--- src/rtl/mux_scan_nto1_if.sv ---
// Channel bus, selection controls and registered output stream of the N-to-1 scan mux.
// master drives channel data, controls and ready; slave is the mux itself.
interface mux_scan_nto1_if #(
  parameter int WIDTH  = 8,
  parameter int NUM_CH = 16,
  parameter int SEL_W  = 4
);
  logic [NUM_CH*WIDTH-1:0] d;
  logic [SEL_W-1:0]        select;
  logic                    mode;
  logic [NUM_CH-1:0]       ch_en;
  logic [WIDTH-1:0]        out;
  logic [SEL_W-1:0]        out_ch;
  logic                    out_valid;
  logic                    out_ready;

  modport master (
    output d, select, mode, ch_en, out_ready,
    input  out, out_ch, out_valid
  );

  modport slave (
    input  d, select, mode, ch_en, out_ready,
    output out, out_ch, out_valid
  );
endinterface

--- src/rtl/mux_scan_nto1.sv ---
// Registered N-to-1 channel mux with direct select or round-robin scan over an enable mask.
// Output is a valid/ready stream tagged with the source channel index.
module mux_scan_nto1 #(
  parameter int WIDTH  = 8,
  parameter int NUM_CH = 16,
  parameter int SEL_W  = 4
) (
  input logic             clk,
  input logic             rst,
  mux_scan_nto1_if.slave  bus_io
);

  if (SEL_W != $clog2(NUM_CH) || NUM_CH < 2 || (1 << SEL_W) != NUM_CH) begin : g_bad_params
    $error("mux_scan_nto1: NUM_CH must be a power of two >= 2 and SEL_W = log2(NUM_CH)");
  end

  logic [WIDTH-1:0]  out_q, out_d;
  logic [SEL_W-1:0]  out_ch_q, out_ch_d;
  logic              out_valid_q, out_valid_d;
  logic [SEL_W-1:0]  ptr_q, ptr_d;

  logic [WIDTH-1:0]  ch_data [NUM_CH];
  logic [NUM_CH-1:0] rot_en;
  logic              scan_hit;
  logic [SEL_W-1:0]  scan_off;
  logic [SEL_W-1:0]  scan_idx;
  logic              load;

  // rot_en[i] is the enable of channel (ptr + i) mod NUM_CH; SEL_W-bit add wraps for free
  for (genvar gi = 0; gi < NUM_CH; gi++) begin : g_ch
    assign ch_data[gi] = bus_io.d[gi*WIDTH +: WIDTH];
    assign rot_en[gi]  = bus_io.ch_en[ptr_q + SEL_W'(gi)];
  end

  always_comb begin
    scan_hit = 1'b0;
    scan_off = '0;
    for (int i = NUM_CH - 1; i >= 0; i--) begin
      if (rot_en[i]) begin
        scan_hit = 1'b1;
        scan_off = SEL_W'(i);
      end
    end
  end

  assign scan_idx = ptr_q + scan_off;
  assign load     = !out_valid_q || bus_io.out_ready;

  always_comb begin
    out_d       = out_q;
    out_ch_d    = out_ch_q;
    out_valid_d = out_valid_q;
    ptr_d       = ptr_q;
    if (load) begin
      if (!bus_io.mode) begin
        out_d       = ch_data[bus_io.select];
        out_ch_d    = bus_io.select;
        out_valid_d = 1'b1;
      end else if (scan_hit) begin
        out_d       = ch_data[scan_idx];
        out_ch_d    = scan_idx;
        out_valid_d = 1'b1;
        ptr_d       = scan_idx + SEL_W'(1);
      end else begin
        // empty mask: drop valid but keep the last data/tag and pointer
        out_valid_d = 1'b0;
      end
    end
  end

  always_ff @(posedge clk or posedge rst) begin
    if (rst) begin
      out_q       <= '0;
      out_ch_q    <= '0;
      out_valid_q <= 1'b0;
      ptr_q       <= '0;
    end else begin
      out_q       <= out_d;
      out_ch_q    <= out_ch_d;
      out_valid_q <= out_valid_d;
      ptr_q       <= ptr_d;
    end
  end

  assign bus_io.out       = out_q;
  assign bus_io.out_ch    = out_ch_q;
  assign bus_io.out_valid = out_valid_q;

endmodule

--- src/flat_wrapper.sv ---
// flat-port wrapper written by rule: the top's interface ports become plain ports
module mux_scan_nto1_flat 
#(
  parameter int WIDTH  = 8,
  parameter int NUM_CH = 16,
  parameter int SEL_W  = 4
)
  (clk, rst, bus_io_d, bus_io_select, bus_io_mode, bus_io_ch_en, bus_io_out_ready, bus_io_out, bus_io_out_ch, bus_io_out_valid);
  mux_scan_nto1_if #(.WIDTH(WIDTH), .NUM_CH(NUM_CH), .SEL_W(SEL_W)) bus_io_i ();
  input logic clk;
  input logic rst;
  input wire logic [$bits(bus_io_i.d)-1:0] bus_io_d;
  input wire logic [$bits(bus_io_i.select)-1:0] bus_io_select;
  input wire logic [$bits(bus_io_i.mode)-1:0] bus_io_mode;
  input wire logic [$bits(bus_io_i.ch_en)-1:0] bus_io_ch_en;
  input wire logic [$bits(bus_io_i.out_ready)-1:0] bus_io_out_ready;
  output wire logic [$bits(bus_io_i.out)-1:0] bus_io_out;
  output wire logic [$bits(bus_io_i.out_ch)-1:0] bus_io_out_ch;
  output wire logic [$bits(bus_io_i.out_valid)-1:0] bus_io_out_valid;
  assign bus_io_i.d = bus_io_d;
  assign bus_io_i.select = bus_io_select;
  assign bus_io_i.mode = bus_io_mode;
  assign bus_io_i.ch_en = bus_io_ch_en;
  assign bus_io_i.out_ready = bus_io_out_ready;
  assign bus_io_out = bus_io_i.out;
  assign bus_io_out_ch = bus_io_i.out_ch;
  assign bus_io_out_valid = bus_io_i.out_valid;
  mux_scan_nto1 #(.WIDTH(WIDTH), .NUM_CH(NUM_CH), .SEL_W(SEL_W)) u_core (.clk(clk), .rst(rst), .bus_io(bus_io_i));
endmodule
--- config.mk ---
export PLATFORM = sky130hd
export DESIGN_NAME = mux_scan_nto1_flat
export DESIGN_NICKNAME = d
export VERILOG_FILES = /design/src/rtl/mux_scan_nto1_if.sv /design/src/rtl/mux_scan_nto1.sv /design/src/flat_wrapper.sv
export SDC_FILE = /design/constraint.sdc
export NUM_CORES = 1
export LEC_CHECK = 0
export CORE_MARGIN = 1.5
export CORE_UTILIZATION = 49
export CTS_BUF_LIST = sky130_fd_sc_hd__clkbuf_4 sky130_fd_sc_hd__clkbuf_8 sky130_fd_sc_hd__clkbuf_16
export CTS_CLUSTER_DIAMETER = 200
export DETAILED_ROUTE_END_ITERATION = 10
export PLACE_DENSITY = 0.95
export SLEW_MARGIN = 20
export SYNTH_ARGS = -nofsm -noshare
export SYNTH_HDL_FRONTEND = slang
export SYNTH_SLANG_ARGS = --single-unit
--- constraint.sdc ---
create_clock -name clk -period 10.25 [get_ports clk]
set_input_delay 2.05 -clock clk [delete_from_list [all_inputs] [get_ports clk]]
set_output_delay 2.05 -clock clk [all_outputs]
set_load 0.01 [all_outputs]
==> metrics.md, run 1 <==
| Metric | Value |
|---|---|
| Syn nets | `479` |
| Drc violations | `0` |
| Post-layout worst setup margin | `3.66 ns` |
| Worst Hold Launch | `u_core.bus_io.out_ch[3]$_DFFE_PP0P_` |
| Hold Fails Final Rpt | `0` |
| Ranking of synthesized cells by area | `mux4_2, dfrtp_1, mux2i_1` |
| Largest net degree at the start of global routing | `37` |
| RSZ-0062 raised after global routing | `false` |
| Max-slew violations | `0` |
| Register bit total from synthesis | `17` |
| Initial DRC count | `227` |
| Area Growth Syn to Fin | `40.4%` |
| Status | `completed` |
| Cell row count | `33` |
| Core region area | `8260 um^2` |
| Antenna viol nets, final | `0` |
| Synth Area in Simple Gates | `4.83%` |
| CP Data Required Time | `10.44 ns` |
| Post-detail-place hpwl | `11,500 um` |
| Achievable Freq | `0.152 GHz` |
| Compound-gate portion of the synthesized area | `6.65%` |
| Min Tclk post-route | `6.59 ns` |
| CTS max path bufs | `2` |
| Synth area leader | `mux4_2` |
| Initial Utilization | `50.8%` |
| Antenna Cells | `0` |
| Fin util | `71.3%` |
| DP Worst Slack | `3.45 ns` |
| Layout cells sized above 1 | `29.1%` |
| Number of global-route vias before repair | `4,071` |
| Max Cap Violations | `0` |
| Mapped Area | `4200 um^2` |
| Worst setup SP type | `primary input` |
| First drt pass iteration count | `5` |
| IO buf count | `164` |
| Overall die height | `95.5 um` |
| Hold_ws | `0.475 ns` |
| Nets | `618` |
| Mapped Cells | `315` |
| Vias per cell | `6.88` |
| # setup viols final | `0` |
| Synth warn | `0` |
| Routed wire per std cell | `24.8 um` |
| Worst-Margin Slew | `0.939 ns` |
| Cts repair resizes | `0` |
| Post-Syn Area per Cell | `13.3 um^2` |
| Clk pin slew, worst setup/hold paths | `0.07 ns` |
| Cts bufs inserted | `3` |
| Critical path class | `primary input to flop` |
| Async SR Flop Fraction | `100%` |
| Num ports | `165` |
| Global-route wire length before repair | `21,200 um` |
| Gpl congestion | `0.837` |
| Post-Synth XOR/XNOR Area | `3.16%` |
| Mux contribution to synthesized area | `66.2%` |
| Setup Fix Bufs, Post-CTS | `0` |
| Post-synth EDFFs | `0` |
| Die width | `95.5 um` |
| Die footprint | `9130 um^2` |
| Origin of the critical flop-to-flop path | `u_core.ptr_q[1]$_DFFE_PP0P_` |
| Synth Flop Type | `dfrtp_1` |
| Final Cycle Share | `64.3%` |
| Largest family of logic cells by synthesized area | `multiplexers` |
| Maximum net fanout on the critical path | `17` |
| Top-area cell type share of the netlist area | `49.9%` |
| Root Buffer | `clkbuf_8` |
| Slew headroom | `37.4%` |
| FILL cells | `529` |
| Register area share after synthesis | `10.1%` |
| Gr usage total | `31.3%` |
| Worst setup EP type | `flop` |
| Clk_lat worst skew | `0.26 ns` |
| Critical path origin | `bus_io_ch_en[2]` |
| TritonCTS Sinks | `17` |
| CTS tree | `yes` |
| GRT Residual Overflow | `0` |
| Hold Buf Count CTS | `0` |
| DR vias | `3,837` |
| Number of H-tree levels | `1` |
| Drt total wl | `13,900 um` |
| Critical Path AT | `6.77 ns` |
| Hold Crit Class | `flop to flop` |
| Setup_tns | `0 ns` |
| Netlist cell types | `40` |
| Most frequent cells in the layout | `clkdlybuf4s50_1, mux4_2, mux2i_1` |
| Commonest non-fill, non-tap cell in the layout | `clkdlybuf4s50_1` |
| Initial antenna violation count | `0` |
| Clock skew | `0.00486 ns` |
| Post-Synth Adder-Cell Area | `3.76%` |
## stage by stage
step | std cells | area, um^2
2_1_floorplan | 315 | 4200
3_3_place_gp | 554 | 5830
3_5_place_dp | 554 | 5840
4_1_cts | 558 | 5890
5_1_grt | 558 | 5890
6_report | 558 | 5890
## sequential cells by signal (all words and copies together) (netlist names)
| register | count |
|---|---|
| u_core.bus_io.out_valid | 1 |
| u_core.bus_io.out_ch | 4 |
| u_core.bus_io.out | 8 |
| u_core.ptr_q | 4 |
## per-layer routing
metal	track usage (%)	vias up	wire, um
met5	0	-	0
met4	12.9	0	501
met3	3.35	39	1050
met2	55.0	276	7590
met1	39.2	1900	4720
li1	-	1622	-
## cell families (layout without fill, tap and decap cells)
kind of cell               count (synthesis)  count (layout)
muxes                                    149             149
AOI/OAI and AO/OA                         42              42
buffers and inverters                     48             186
adders and majority gates                 12              12
xor gates and xnor gates                  13              13
and+or+nand+nor                           34              34
DFF                                       17              17
## critical path, cell delays in order
cell             delay, ns
clkdlybuf4s50_1       0.48
mux4_1                0.58
mux4_2                0.52
inv_1                 0.07
a21oi_1               0.06
o311ai_0              0.28
a21boi_0              0.19
o311a_1               0.37
ha_1                  0.30
a21o_1                0.18
a21oi_1               0.17
xor2_1                0.16
xnor2_4               0.71
mux2i_1               0.19
mux2_2                0.32
o21ai_2               0.12
## Yosys cell counts (2+ instances only)
cell type / count
xor2_1: 6
nor2_1: 6
mux4_1: 6
ha_1: 11
a21o_1: 3
mux2i_1: 33
o21ai_2: 7
a21oi_1: 13
buf_1: 7
clkbuf_1: 17
nor2b_1: 2
dfrtp_1: 17
nand3_1: 2
o21ai_0: 9
mux4_2: 93
xnor2_1: 6
nand4b_1: 2
nand2_1: 11
inv_1: 14
buf_2: 7
nor3b_1: 7
mux2_2: 16
buf_6: 2
a21boi_0: 2
## final timing paths
path / cells after the start / end / slack [ns]
setup / recovery: 16 / u_core.bus_io.out[5]$_DFFE_PP0P_ / 3.66
hold / removal: 1 / u_core.bus_io.out_ch[3]$_DFFE_PP0P_ / 0.47
setup reg to reg: 15 / u_core.bus_io.out[5]$_DFFE_PP0P_ / 4.25
hold reg to reg: 1 / u_core.bus_io.out_ch[3]$_DFFE_PP0P_ / 0.47
max in group asynchronous: 2 / u_core.ptr_q[1]$_DFFE_PP0P_ / 7.63
min in group asynchronous: 2 / u_core.bus_io.out[3]$_DFFE_PP0P_ / 2.19
## area by class of cell
| type | instances | area, um^2 | area share (%) |
|---|---|---|---|
| Sequential cell | 17 | 425 | 7.22 |
| Clock buffer | 4 | 48.8 | 0.829 |
| Timing Repair Buffer | 168 | 1670 | 28.3 |
| Inverter | 14 | 52.6 | 0.892 |
| Multi-Input combinational cell | 250 | 3560 | 60.5 |
| Tap cell | 105 | 131 | 2.23 |
Power of run 1 is not shown: default switching activity piles up to over one toggle a cycle in this logic, so the estimate is an artifact.
==> run 2: changes to the inputs <==
--- a/config.mk
+++ b/config.mk
@@ -6,11 +6,11 @@
 export NUM_CORES = 1
 export LEC_CHECK = 0
 export CORE_MARGIN = 1.5
-export CORE_UTILIZATION = 49
+export CORE_UTILIZATION = 41
 export CTS_BUF_LIST = sky130_fd_sc_hd__clkbuf_4 sky130_fd_sc_hd__clkbuf_8 sky130_fd_sc_hd__clkbuf_16
 export CTS_CLUSTER_DIAMETER = 200
 export DETAILED_ROUTE_END_ITERATION = 10
-export PLACE_DENSITY = 0.95
+export PLACE_DENSITY = 0.9
 export SLEW_MARGIN = 20
 export SYNTH_ARGS = -nofsm -noshare
 export SYNTH_HDL_FRONTEND = slang
==> constraint.sdc (replaced) <==
create_clock -name clk -period 5.3 [get_ports clk]
set_input_delay 1.06 -clock clk [delete_from_list [all_inputs] [get_ports clk]]
set_output_delay 1.06 -clock clk [all_outputs]
set_load 0.01 [all_outputs]
==> metrics.md, run 2 (synthesis gave the netlist of run 1 again) <==
| Metric | Value |
|---|---|
| Status | `completed` |
| Gr usage total | `25.4%` |
| Hold Crit Class | `flop to flop` |
| Number of global-route vias before repair | `4,212` |
| RSZ-0062 raised after global routing | `false` |
| Die width | `104 um` |
| Overall die height | `104 um` |
| Clk pin slew, worst setup/hold paths | `0.08 ns` |
| Min Tclk post-route | `5.13 ns` |
| Largest net degree at the start of global routing | `34` |
| CTS tree | `yes` |
| Hold Fails Final Rpt | `0` |
| CP max stage delay | `0.59 ns` |
| Clock skew | `0.00767 ns` |
| CP max stage cell | `fa_1` |
| IO buf count | `164` |
| Worst setup EP type | `flop` |
| Routed wire per std cell | `22.1 um` |
| Drc violations | `0` |
| DR vias | `3,800` |
| # setup viols final | `0` |
| Layout cells sized above 1 | `33.1%` |
| DP Worst Slack | `-0.326 ns` |
| Slew headroom | `46.7%` |
| CTS max path bufs | `2` |
| Antenna viol nets, final | `0` |
| First drt pass iteration count | `4` |
| Initial Utilization | `42.5%` |
| Commonest non-fill, non-tap cell in the layout | `clkdlybuf4s50_1` |
| Achievable Freq | `0.195 GHz` |
| TritonCTS Sinks | `17` |
| Worst setup SP type | `primary input` |
| Antenna Cells | `0` |
| Max Cap Violations | `0` |
| Gpl congestion | `0.869` |
| Drt total wl | `13,500 um` |
| Vias per cell | `6.23` |
| Die footprint | `10,800 um^2` |
| Critical path class | `primary input to flop` |
| Critical path origin | `bus_io_ch_en[3]` |
| Max FFs per register | `8` |
| Cell row count | `36` |
| Critical Path AT | `5.28 ns` |
| Number of H-tree levels | `1` |
| Max-slew violations | `0` |
| Worst Hold Launch | `u_core.bus_io.out_ch[3]$_DFFE_PP0P_` |
| Setup_tns | `0 ns` |
| Area Growth Syn to Fin | `46.8%` |
| Maximum net fanout on the critical path | `15` |
| GRT Residual Overflow | `0` |
| Post-layout worst setup margin | `0.169 ns` |
| Initial DRC count | `274` |
| Num ports | `165` |
| Nets | `642` |
| Final Cycle Share | `96.8%` |
| Clk_lat worst skew | `0.27 ns` |
| Global-route wire length before repair | `21,800 um` |
| Worst-Margin Slew | `0.796 ns` |
| Cts bufs inserted | `3` |
| Root Buffer | `clkbuf_8` |
| Post-detail-place hpwl | `11,200 um` |
| CP Data Required Time | `5.45 ns` |
| Initial antenna violation count | `0` |
| Core region area | `9860 um^2` |
| Origin of the critical flop-to-flop path | `u_core.ptr_q[0]$_DFFE_PP0P_` |
| Most frequent cells in the layout | `clkdlybuf4s50_1, mux4_2, mux2i_1` |
| CP Cell Sequence | `clkdlybuf4s50_1 > mux4_1 > mux4_2 > inv_1 > a21oi_1 > o311ai_0 > a21boi_0 > o311a_1 > buf_4 > fa_1 > buf_4 > mux4_2 > mux2i_1 > mux2_2 > o21ai_2` |
## run 2: cell types whose count changed in the layout (fill, tap and decap cells not counted), sizes merged
| cell | delta |
|---|---|
| buf | +24 |
## run 2: path summary, 6_finish.rpt
kind | depth (start not counted) | end | slack (ns)
min in group asynchronous | 2 | u_core.bus_io.out_valid$_DFFE_PP0N_ | 1.22
worst max-delay path | 15 | u_core.bus_io.out[6]$_DFFE_PP0P_ | 0.17
worst min register to register | 1 | u_core.bus_io.out_ch[3]$_DFFE_PP0P_ | 0.49
worst min-delay path | 1 | u_core.bus_io.out_ch[3]$_DFFE_PP0P_ | 0.49
worst max register to register | 17 | u_core.bus_io.out[6]$_DFFE_PP0P_ | 0.51
max in group asynchronous | 2 | u_core.ptr_q[2]$_DFFE_PP0P_ | 3.60
## run 2: what timing repair did
item,in CTS,in global routing
setup endpoints to repair,7,3
hold buffers,0,0
setup buffers,2,0
resized for setup,0,1
pin swaps,1,0
## run 2: cell type report
class                   instances  area, um^2
repair buffers                192        1900
fillers                       763        3700
clock buffers                   4        48.8
flip-flops and latches         17         425
inverters                      14        52.6
well taps                     133         166
multi-input cells             250        3570
## run 2: critical path, delay by kind of cell
kind	cells	cell delay, ns
buf+inv	4	0.99
mux	5	1.81
compound gates	5	0.85
fa+ha+maj	1	0.59
## run 2: stage by stage
step / cells / utilization (%) / hold WS, ns / area [um^2]
6_report: 610 / 62.4 / 0.489 / 6160
2_1_floorplan: 315 / - / 0.513 / 4200
3_3_place_gp: 604 / 61.6 / 0.466 / 6070
4_1_cts: 610 / 62.3 / 0.495 / 6150
3_5_place_dp: 604 / 61.6 / 0.479 / 6070
5_1_grt: 610 / 62.4 / 0.519 / 6160
## run 2: metal layers
layer,GRT usage (%),vias up,routed length [um]
li1,-,1663,-
met1,31.3,1912,5100
met2,45.5,187,7040
met3,2.94,38,815
met4,10.2,0,496
met5,0,-,0
Power of run 2 is left out for the same reason.
==> run 3: changes to the inputs <==
--- a/config.mk
+++ b/config.mk
@@ -8,7 +8,7 @@
 export CORE_MARGIN = 1.5
 export CORE_UTILIZATION = 41
 export CTS_BUF_LIST = sky130_fd_sc_hd__clkbuf_4 sky130_fd_sc_hd__clkbuf_8 sky130_fd_sc_hd__clkbuf_16
-export CTS_CLUSTER_DIAMETER = 200
+export CTS_CLUSTER_DIAMETER = 80
 export DETAILED_ROUTE_END_ITERATION = 10
 export PLACE_DENSITY = 0.9
 export SLEW_MARGIN = 20
==> results of run 3 <==
Same layout as run 2: the final DEF is identical, and so are final timing and power.
Power of run 3 is left out for the same reason.
